[src/rtl/tonegen_pkg.sv]
// tonegen_pkg: frame geometry, loader states and register map shared with the signal generator
package tonegen_pkg;
  localparam int FRAME_BITS = 8;
  localparam int ADDR_W = 3;
  localparam int DATA_W = 5;
  typedef enum logic [1:0] {IDLE, SHIFT, COMMIT} state_t;
  localparam logic [ADDR_W-1:0] REG_PERIOD    = 3'b000;
  localparam logic [ADDR_W-1:0] REG_VOL_A     = 3'b010;
  localparam logic [ADDR_W-1:0] REG_VOL_NOISE = 3'b100;
  localparam logic [ADDR_W-1:0] REG_ENABLES   = 3'b101;
endpackage

[src/rtl/sync_edge.sv]
// sync_edge: N-stage synchronizer with reset level and registered level/rise/fall outputs
module sync_edge #(
  parameter int   STAGES  = 2,
  parameter logic RST_VAL = 1'b0
) (
  input  logic clk,
  input  logic rst,
  input  logic i_async,
  output logic o_level,
  output logic o_rise,
  output logic o_fall
);
  logic [STAGES-1:0] r_sync;
  logic r_q, r_rise, r_fall;
  always_ff @(posedge clk)
    if (!rst) begin
      r_sync <= {STAGES{RST_VAL}};
      r_q    <= RST_VAL;
      r_rise <= 1'b0;
      r_fall <= 1'b0;
    end else begin
      r_sync <= {r_sync[STAGES-2:0], i_async};
      r_q    <= r_sync[STAGES-1];
      r_rise <= r_sync[STAGES-1] & ~r_q;
      r_fall <= ~r_sync[STAGES-1] & r_q;
    end
  // level is delayed with the edge flags so mosi lines up with the sck rise event
  assign o_level = r_q;
  assign o_rise  = r_rise;
  assign o_fall  = r_fall;
endmodule

[src/rtl/serial_reg_loader.sv]
// serial_reg_loader: turns 8-bit serial frames (addr[7:5], data[4:0]) into register-write strobes
module serial_reg_loader
  import tonegen_pkg::*;
#(
  parameter int SYNC_STAGES = 2
) (
  input  logic              clk,
  input  logic              rst,
  input  logic              sck_i,
  input  logic              mosi_i,
  input  logic              cs_n_i,
  output logic              write_strobe_o,
  output logic [ADDR_W-1:0] address_o,
  output logic [DATA_W-1:0] data_o,
  output logic              frame_err_o,
  output logic              busy_o
);
  logic w_sck_lvl, w_sck_rise, w_sck_fall;
  logic w_cs_lvl, w_cs_rise, w_cs_fall;
  logic w_mosi, w_mosi_rise, w_mosi_fall;
  logic w_unused;
  sync_edge #(.STAGES(SYNC_STAGES), .RST_VAL(1'b0)) u_sck (
    .clk(clk), .rst(rst), .i_async(sck_i),
    .o_level(w_sck_lvl), .o_rise(w_sck_rise), .o_fall(w_sck_fall)
  );
  sync_edge #(.STAGES(SYNC_STAGES), .RST_VAL(1'b1)) u_cs (
    .clk(clk), .rst(rst), .i_async(cs_n_i),
    .o_level(w_cs_lvl), .o_rise(w_cs_rise), .o_fall(w_cs_fall)
  );
  sync_edge #(.STAGES(SYNC_STAGES), .RST_VAL(1'b0)) u_mosi (
    .clk(clk), .rst(rst), .i_async(mosi_i),
    .o_level(w_mosi), .o_rise(w_mosi_rise), .o_fall(w_mosi_fall)
  );
  assign w_unused = &{w_sck_lvl, w_sck_fall, w_mosi_rise, w_mosi_fall};
  state_t                r_state, w_state_nxt;
  logic [2:0]            r_cnt;
  logic [FRAME_BITS-1:0] r_sr, w_sr_nxt;
  logic [ADDR_W-1:0]     r_addr;
  logic [DATA_W-1:0]     r_data;
  logic                  r_stb, r_err;
  logic                  w_shift, w_done;
  // a cs_n rise in the same cycle as an sck rise drops that bit
  assign w_shift  = w_sck_rise & ~w_cs_rise & (r_state != IDLE);
  assign w_sr_nxt = {r_sr[FRAME_BITS-2:0], w_mosi};
  assign w_done   = w_shift & (r_state == SHIFT) & (r_cnt == 3'd7);
  always_comb
    w_state_nxt = (r_state == IDLE)  ? (w_cs_fall ? SHIFT : IDLE) :
                  (r_state == SHIFT) ? (w_cs_rise ? IDLE : w_done ? COMMIT : SHIFT) :
                  (w_cs_lvl ? IDLE : SHIFT);
  always_ff @(posedge clk)
    if (!rst) begin
      r_state <= IDLE;
      r_cnt   <= '0;
      r_sr    <= '0;
      r_addr  <= '0;
      r_data  <= '0;
      r_stb   <= 1'b0;
      r_err   <= 1'b0;
    end else begin
      r_state <= w_state_nxt;
      r_stb   <= w_done;
      r_err   <= (r_state == SHIFT) && w_cs_rise && (r_cnt != 3'd0);
      if (r_state == IDLE && w_cs_fall) begin
        r_sr  <= '0;
        r_cnt <= '0;
      end else if (w_shift) begin
        r_sr  <= w_sr_nxt;
        r_cnt <= r_cnt + 3'd1;
      end
      if (w_done) begin
        r_addr <= w_sr_nxt[FRAME_BITS-1 -: ADDR_W];
        r_data <= w_sr_nxt[DATA_W-1:0];
      end
    end
  assign write_strobe_o = r_stb;
  assign address_o      = r_addr;
  assign data_o         = r_data;
  assign frame_err_o    = r_err;
  assign busy_o         = (r_state == SHIFT);
endmodule
[config.mk]
export PLATFORM = sky130hd
export DESIGN_NAME = serial_reg_loader
export DESIGN_NICKNAME = d
export VERILOG_FILES = /design/src/rtl/tonegen_pkg.sv /design/src/rtl/sync_edge.sv /design/src/rtl/serial_reg_loader.sv
export SDC_FILE = /design/constraint.sdc
export NUM_CORES = 1
export LEC_CHECK = 0
export BUFFER_PORTS_ARGS = -buffer_cell sky130_fd_sc_hd__buf_2
export CORE_ASPECT_RATIO = 0.6
export CORE_MARGIN = 10
export CORE_UTILIZATION = 55
export DETAILED_ROUTE_END_ITERATION = 8
export MAX_ROUTING_LAYER = met4
export PLACE_DENSITY = 0.76
export SETUP_SLACK_MARGIN = 0.05
export SYNTH_ARGS = -nofsm -noshare
export SYNTH_HDL_FRONTEND = slang
export SYNTH_HIERARCHICAL = 1
export SYNTH_SLANG_ARGS = --single-unit
[constraint.sdc]
create_clock -name clk -period 4 [get_ports clk]
set_input_delay 0.2 -clock clk [delete_from_list [all_inputs] [get_ports clk]]
set_output_delay 0.2 -clock clk [all_outputs]
set_load 0.01 [all_outputs]
# Word level (Yosys, flattened, before mapping)
# Cells that the tools add are included.
# totals
regBits,34
output_inout_bits,11
wordCells,44
# op_classes
add_sub_neg,1
n_eq_ne,2
n_mux,6
bitwise_logic,12
n_reduce_logical,7
# ops
cell,count
2-to-1 mux 2 bit,4
bitwise AND 1 bit,7
inverter 1 bit,5
"adder 3 x 1 -> 3 bit, second input constant",1
"equality test 3 bit, second input constant",1
logical AND 1 bit,3
nonzero test 3 bit,1
"equality test 2 x 1 -> 1 bit, second input constant",1
zero test 2 bit,1
2-to-1 mux 1 bit,2
nonzero test 2 bit,1
OR reduction 2 bit,1

# Depth between registers and ports, before layout
# Gate-level depths: netlist of the first run.
# logic_depth
ltp_word,9
ltp_mapped,5
mapped_depth_nobuf,5

# By module
# The synthesis of the first run kept the hierarchy.
# by_module_without_submodules
mod,n_inst,cells_per_inst,area_per_inst_um2,seq_area_each_um2
serial_reg_loader,1,107,942.2,440.4
sync_edge at u_mosi ...,2,10,140.1,100.1
sync_edge at u_cs,1,10,136.4,100.1

# Least setup slack after synthesis of the first run
# OpenSTA, ideal clock, no wires.
# synth_path
kind,register to register
start,register r_cnt[0]
end,register r_state[1]
arrival_time_ns,1.125
slack_ns,2.759
stages_incl_launch_ff,6
n_path_buf,1
path_cell_list,dfxtp_1 ha_1 ha_1 and3_4 buf_8 and2_2
# synth_between
elab_chain_len,6
# synth_rtl
item,line_no,rtl
from (decl),serial_reg_loader.sv:36,logic [2:0] r_cnt;
from (signal assigned),serial_reg_loader.sv:68,r_cnt <= r_cnt + 3'd1;
equality test 3 bit,serial_reg_loader.sv:45,assign w_done = w_shift & (r_state == SHIFT) & (r_cnt == 3'd7);
bitwise AND 1 bit,serial_reg_loader.sv:45,
2-to-1 mux 2 bit (3 in series),serial_reg_loader.sv:48,(r_state == SHIFT) ? (w_cs_rise ? IDLE : w_done ? COMMIT : SHIFT) :
2-to-1 mux 2 bit,serial_reg_loader.sv:47,w_state_nxt = (r_state == IDLE) ? (w_cs_fall ? SHIFT : IDLE) :
to (signal assigned),serial_reg_loader.sv:60,r_state <= w_state_nxt;
to (decl),serial_reg_loader.sv:35,"state_t r_state, w_state_nxt;"
# Every way passes these cells.
# A chain may end at the register's enable or synchronous reset.

# Worst setup path after layout of the first run
# layout_path
start,register r_state[1]
end,register r_sr[0]
# layout_between
elab_chain_len,3
# layout_rtl
item,line_no,rtl
zero test 2 bit,serial_reg_loader.sv:63,if (r_state == IDLE && w_cs_fall) begin
logical AND 1 bit,serial_reg_loader.sv:63,
OR reduction 2 bit (no line),n/a,
to (signal assigned),serial_reg_loader.sv:67,r_sr <= w_sr_nxt;
to (decl),serial_reg_loader.sv:37,"logic [FRAME_BITS-1:0] r_sr, w_sr_nxt;"
# Several ways; a longest one is shown, not always the timed one.

==> results of run 1 <==
## power groups by stage
stage / clock network, mW / registers, mW / logic, mW
global route: 0.320 / 0.346 / 0.0207
detailed placement: 0 / 0.353 / 0.0181
CTS: 0.306 / 0.345 / 0.0182
finish: 0.300 / 0.345 / 0.0182
floorplan: 0 / 0.352 / 0.0130
global placement: 0 / 0.353 / 0.0175
## per-layer routing
metal	vias up	track usage, %
met5	-	-
met4	0	5.80
met3	4	4.84
met2	22	17.6
met1	426	13.4
li1	468	-
## worst reg2reg max path: stages, from the launching register on
cell,delay [ns]
sky130_fd_sc_hd__dfxtp_1,0.36
sky130_fd_sc_hd__or2_1,0.39
sky130_fd_sc_hd__o21ai_2,0.41
sky130_fd_sc_hd__a21oi_1,0.08
## worst max path at each step
stage                         to  cells after the start  slack, ns
CTS                 address_o[0]                      3       2.64
finish                   r_sr[0]                      3       2.63
detailed placement       r_sr[4]                      3       2.66
global route            r_cnt[1]                      3       2.52
floorplan             r_state[1]                      5       2.76
global placement         r_sr[1]                      3       2.71
## sequential cells by signal, summed over array words and instances, names as in the netlist
name,count
u_mosi/o_level,1
u_sck/o_level,1
u_cs/r_sync,2
u_cs/o_rise,1
u_cs/o_fall,1
r_sr,7
r_state,2
u_mosi/r_sync,2
write_strobe_o,1
u_cs/o_level,1
frame_err_o,1
r_cnt,3
u_sck/r_sync,2
u_sck/o_rise,1
address_o,3
data_o,5
## per-stage QoR
step                power [mW]  std cells  utilization (%)  setup WS, ns
floorplan                0.365        131                -          2.76
global placement         0.370        170             61.7          2.71
detailed placement       0.371        170             61.7          2.66
CTS                      0.669        178             66.6          2.64
global route             0.686        178             66.6          2.52
finish                   0.663        178             66.6          2.63
## layout make-up
class	count	area, µm²	area share (%)
clock buffers	7	76.3	5.26
clock inverters	1	30.0	2.07
inverters	5	18.8	1.29
multi-input cells	86	533	36.7
flip-flops and latches	34	681	46.9
well taps	30	37.5	2.59
repair buffers	15	75.1	5.17
==> impl_results.md, run 1 <==
- Run status: finished, final reports clean
- Tightest slew margin relative to the limit: approximately 60%
- Diodes inserted: 0
- Sum of net half-perimeters after detailed placement: 1.64 mm
- Htree depth: 2
- RR Startpoint: r_state[1]
- Pin count of the biggest net entering global routing: 34
- Count of filler cells inserted in the layout: about 190
- Met1 WL: 1.09 mm
- Clk slew on worst S/H paths: roughly 0.06 ns
- Number of instances in the synthesized netlist: 131
- Worst-case clock skew: ~0.002 ns
- Global-route wire length before repair: slightly above 4 mm
- Height of the die: 57.3 µm
- Post-DRT Antenna Nets: 0
- Number of cells on the worst hold path: 2
- Met3 Routed Length: 150 µm
- CP arrival: 1.53 ns
- Reg2reg setup slack: 2.63 ns
- Critical path endpoint category: register
- Max-capacitance violation count: 0
- Number of nets produced by synthesis: 139
- Via count of the first global-routing pass: 891
- Worst Hold Margin: just under 0.1 ns
- Power density cells: 457 nW/µm²
- Residual DRC: 0
- Detailed Route WL: 2.35 mm
- Detailed-router iteration count before antenna repair: 4
- Antenna violations before repair: 0
- Global-route usage over all layers: 11.8%
- Post-CTS Setup Bufs: 0
- Average wire length per cell after detail routing: about 13 µm
- Area of the placeable core: about 2200 µm²
- Most frequent cells in the layout: 34 x sky130_fd_sc_hd__dfxtp_1, 19 x sky130_fd_sc_hd__nand2_1, 15 x sky130_fd_sc_hd__buf_2
- Share of power burned in combinational logic: 2.7%
- Maximum net fanout on the critical path: 11
- Origin of the worst min-delay path: cs_n_i
- Ratio of cells with drive above 1 in the final layout: between 20% and 30%
- Part of the power in the clock network: 45.2%
- Crit path cell chain: or2_1 -> o21ai_2 -> a21oi_1
- Clock buffer depth: 2
- Type of the worst setup path: reg -> reg
- Internal power: between 500 and 600 µW
- Number of nets in the layout: 155
- Net load switching power: 127 µW
- Number of DRC markers after the initial detailed-route iteration: 62
- Ports placed on the boundary: 16
- Die Outline Area: between 4000 and 5000 µm²
- Peak Freq: 0.728 GHz
- GP Congestion: 0.791
- Number of standard-cell rows in the floorplan: 13
- Capture instance of the worst register-to-register path: r_sr[0]
- RSZ-0062 raised after global routing: false
- Clk Latency, worst-skew pair: 0.28 ns
- Hold Vio Cnt, Final: 0
- Per-cell via count in the routed design: 5.17
- Final slew viol count: 0
- Time the worst path needs with I/O delays and setup: 1.37 ns
- Area growth syn-to-layout: 14.1%
- CTS root buf: sky130_fd_sc_hd__clkbuf_8
- Critical path startpoint: r_state[1]
- Clk sinks: 34
- Hold Path Class: in -> reg
- Least-Margin Pin Slew: 0.598 ns
- Number of gates given a new drive strength after cts: 0
- Layout Cell Area excl Fill: 1450 µm²
- Slowest-stage cell, CP: sky130_fd_sc_hd__o21ai_2
- Crit-path leading delay family: compound AO/OA/AOI/OAI gates
- # port buffers: 15
- Worst path required time: 4.15 ns
- Setup violators final: 0
- Area of the mapped netlist: roughly 1300 µm²
- Detail Route met2 WL: 1.08 mm
- Placed cell area: between 1000 and 1500 µm²
- Top metal layer carrying routed signals: met4
- Yosys warns: 6
- Switching part of the total power: 19.2%
- Gr ovfl total: 0
- Worst path max stage delay: 0.41 ns
- Endpoint, Worst Hold: u_cs/r_sync[0]
- R2R depth: 3
- Hold Buf Count CTS: 0
- Sequential Power Share: 52.1%
- Leading cell type in the layout, fill and taps excluded: sky130_fd_sc_hd__dfxtp_1
- Die X-Extent: 82.1 µm
- Vias: 920
- Starting density of the core: 58.4%
- Crit path buffers/inverters: 0
- TritonCTS clock tree: yes
- Number of buffers created by CTS: 5
- Critical path launch point type: register
- Standby leakage power: 0.565 nW
- Syn_area_per_cell: 9.71 µm²
- Post-Route Setup TNS: 0 ns
- Worst voltage drop across the vdd grid: 0.299 mV
- Share of the clock period used by the worst path: roughly 34%
Power figures use the tool's default switching activity.
==> run 2, diff against run 1 <==
Clock period 4 ns to 1.39 ns, I/O delays scaled along.
==> run 2 against run 1 <==
Net effect: setup slack worse by 2.5 ns; register-to-register slack lost 2.5 ns; die area did not move; utilization increased by 1.4 points; sequential power increased to 2.9 times the previous value; clock power increased by 120%; critical path type unchanged.
==> impl_results.md, run 2 (synthesis gave the netlist of run 1 again) <==
- Placed cell area: 1380 µm²
- # port buffers: 15
- Die Outline Area: 4700 µm²
- Layout Cell Area excl Fill: 1480 µm²
- Type of the worst setup path: reg -> reg
- Number of standard-cell rows in the floorplan: 13
- Post-Route Setup TNS: 0 ns
- Max-capacitance violation count: 0
- Final slew viol count: 0
- Per-cell via count in the routed design: 5.09
- Power density cells: between 1000 and 1500 nW/µm²
- TritonCTS clock tree: yes
- Number of DRC markers after the initial detailed-route iteration: 51
- Final Non-Filler Cells: 184
- GP Congestion: ~0.7
- Worst Hold Margin: 0.0119 ns
- Global-route wire length before repair: 3.97 mm
- Area growth syn-to-layout: 16.4%
- Worst Setup Slack, final: 0.127 ns
- Least-Margin Pin Slew: roughly 0.45 ns
- Biggest register: r_sr
- Detailed Route WL: roughly 2.5 mm
- Peak Freq: ~0.79 GHz
- Post-layout utilization of the core: 68.0%
- Setup violators final: 0
- Placed insts: 174
- Average wire length per cell after detail routing: 13.3 µm
- Htree depth: 2
- Flip-flop count of the largest register, all copies and words added: 7
- Number of buffers created by CTS: 5
- Gr ovfl total: 0
- Worst-case clock skew: around 0.0055 ns
- Hold Vio Cnt, Final: 0
- Tightest slew margin relative to the limit: between 60% and 70%
- Antenna violations before repair: 0
- Standby leakage power: 0.581 nW
- Pin count of the biggest net entering global routing: 27
- Critical path launch point type: register
- Diodes inserted: 0
- CP arrival: 1.40 ns
- Critical path endpoint category: register
- Clk Latency, worst-skew pair: 0.28 ns
- Ports placed on the boundary: 16
- Ratio of cells with drive above 1 in the final layout: 24.7%
- Starting density of the core: 58.4%
- Worst path required time: roughly 1.5 ns
- Time the worst path needs with I/O delays and setup: 1.26 ns
- Residual DRC: 0
- Minimum setup slack after placement: 0.125 ns
- Total Power Consumption: 1.72 mW
- CTS root buf: sky130_fd_sc_hd__clkbuf_8
- Worst voltage drop across the vdd grid: 0.767 mV
- Maximum net fanout on the critical path: 10
- RSZ-0062 raised after global routing: false
- Clk sinks: 34
- Count of filler cells inserted in the layout: 184
- Area of the placeable core: 2180 µm²
- Global-route usage over all layers: 11.3%
- Sum of net half-perimeters after detailed placement: ~1.7 mm
- Clock buffer depth: 2
- Post-CTS Setup Bufs: 0
- Run status: finished, final reports clean
- Most frequent cells in the layout: 34 x sky130_fd_sc_hd__dfxtp_1, 19 x sky130_fd_sc_hd__nand2_1, 15 x sky130_fd_sc_hd__buf_2
- Post-DRT Antenna Nets: 0
- Vias: about 940
- Leading cell type in the layout, fill and taps excluded: sky130_fd_sc_hd__dfxtp_1
- Share of the clock period used by the worst path: 90.8%
- Number of nets in the layout: 162
- Height of the die: ~57 µm
- Die X-Extent: 82.1 µm
- Detailed-router iteration count before antenna repair: 4
- Via count of the first global-routing pass: 862
- Hold Path Class: in -> reg
- Clk slew on worst S/H paths: 0.06 ns
[run 2: path summary, 6_finish.rpt]
| kind | depth (start not counted) | endpoint | slack (ns) | start |
|---|---|---|---|---|
| min reg2reg | 1 | u_cs/r_sync[1] | 0.43 | u_cs/r_sync[0] |
| max reg2reg | 3 | r_cnt[0] | 0.13 | r_state[1] |
| max | 3 | r_cnt[0] | 0.13 | r_state[1] |
| min | 2 | u_mosi/r_sync[0] | 0.01 | mosi_i |
[run 2: report_power, final]
part	switching [mW]	leakage (nW)	internal [mW]
sequential	0.00634	0.276	0.988
combinational	0.0378	0.267	0.0273
clock	0.312	0.0383	0.344
total	0.357	0.581	1.36
[run 2: per-layer routing]
| layer | share of wire [%] | vias to the layer above | GRT usage (%) |
|---|---|---|---|
| met5 | 0 | - | - |
| met1 | 44 | 430 | 12.6 |
| met2 | 49 | 27 | 16.4 |
| met4 | 0 | 0 | 5.56 |
| met3 | 7.3 | 0 | 5.78 |
| li1 | - | 480 | - |
[run 2: layout make-up]
cell class | count | area (µm²) | area share (%)
multi-input combinational | 87 | 543 | 36.7
timing repair buffer | 21 | 125 | 8.45
clock buffer | 7 | 76.3 | 5.15
sequential | 34 | 681 | 45.9
tap | 30 | 37.5 | 2.53
inverter | 5 | 18.8 | 1.27
[run 2: repair_timing]
action	in CTS	in global routing
endpoints found under the hold margin	2	0
endpoints found under the setup margin	0	4
resized for setup	0	1
hold buffers	2	0
[run 2: critical path, stage by stage (launching register included)]
cell and delay, ns:
sky130_fd_sc_hd__dfxtp_1 0.37, sky130_fd_sc_hd__or2_1 0.28, sky130_fd_sc_hd__o21ai_2 0.38, sky130_fd_sc_hd__a21oi_1 0.10
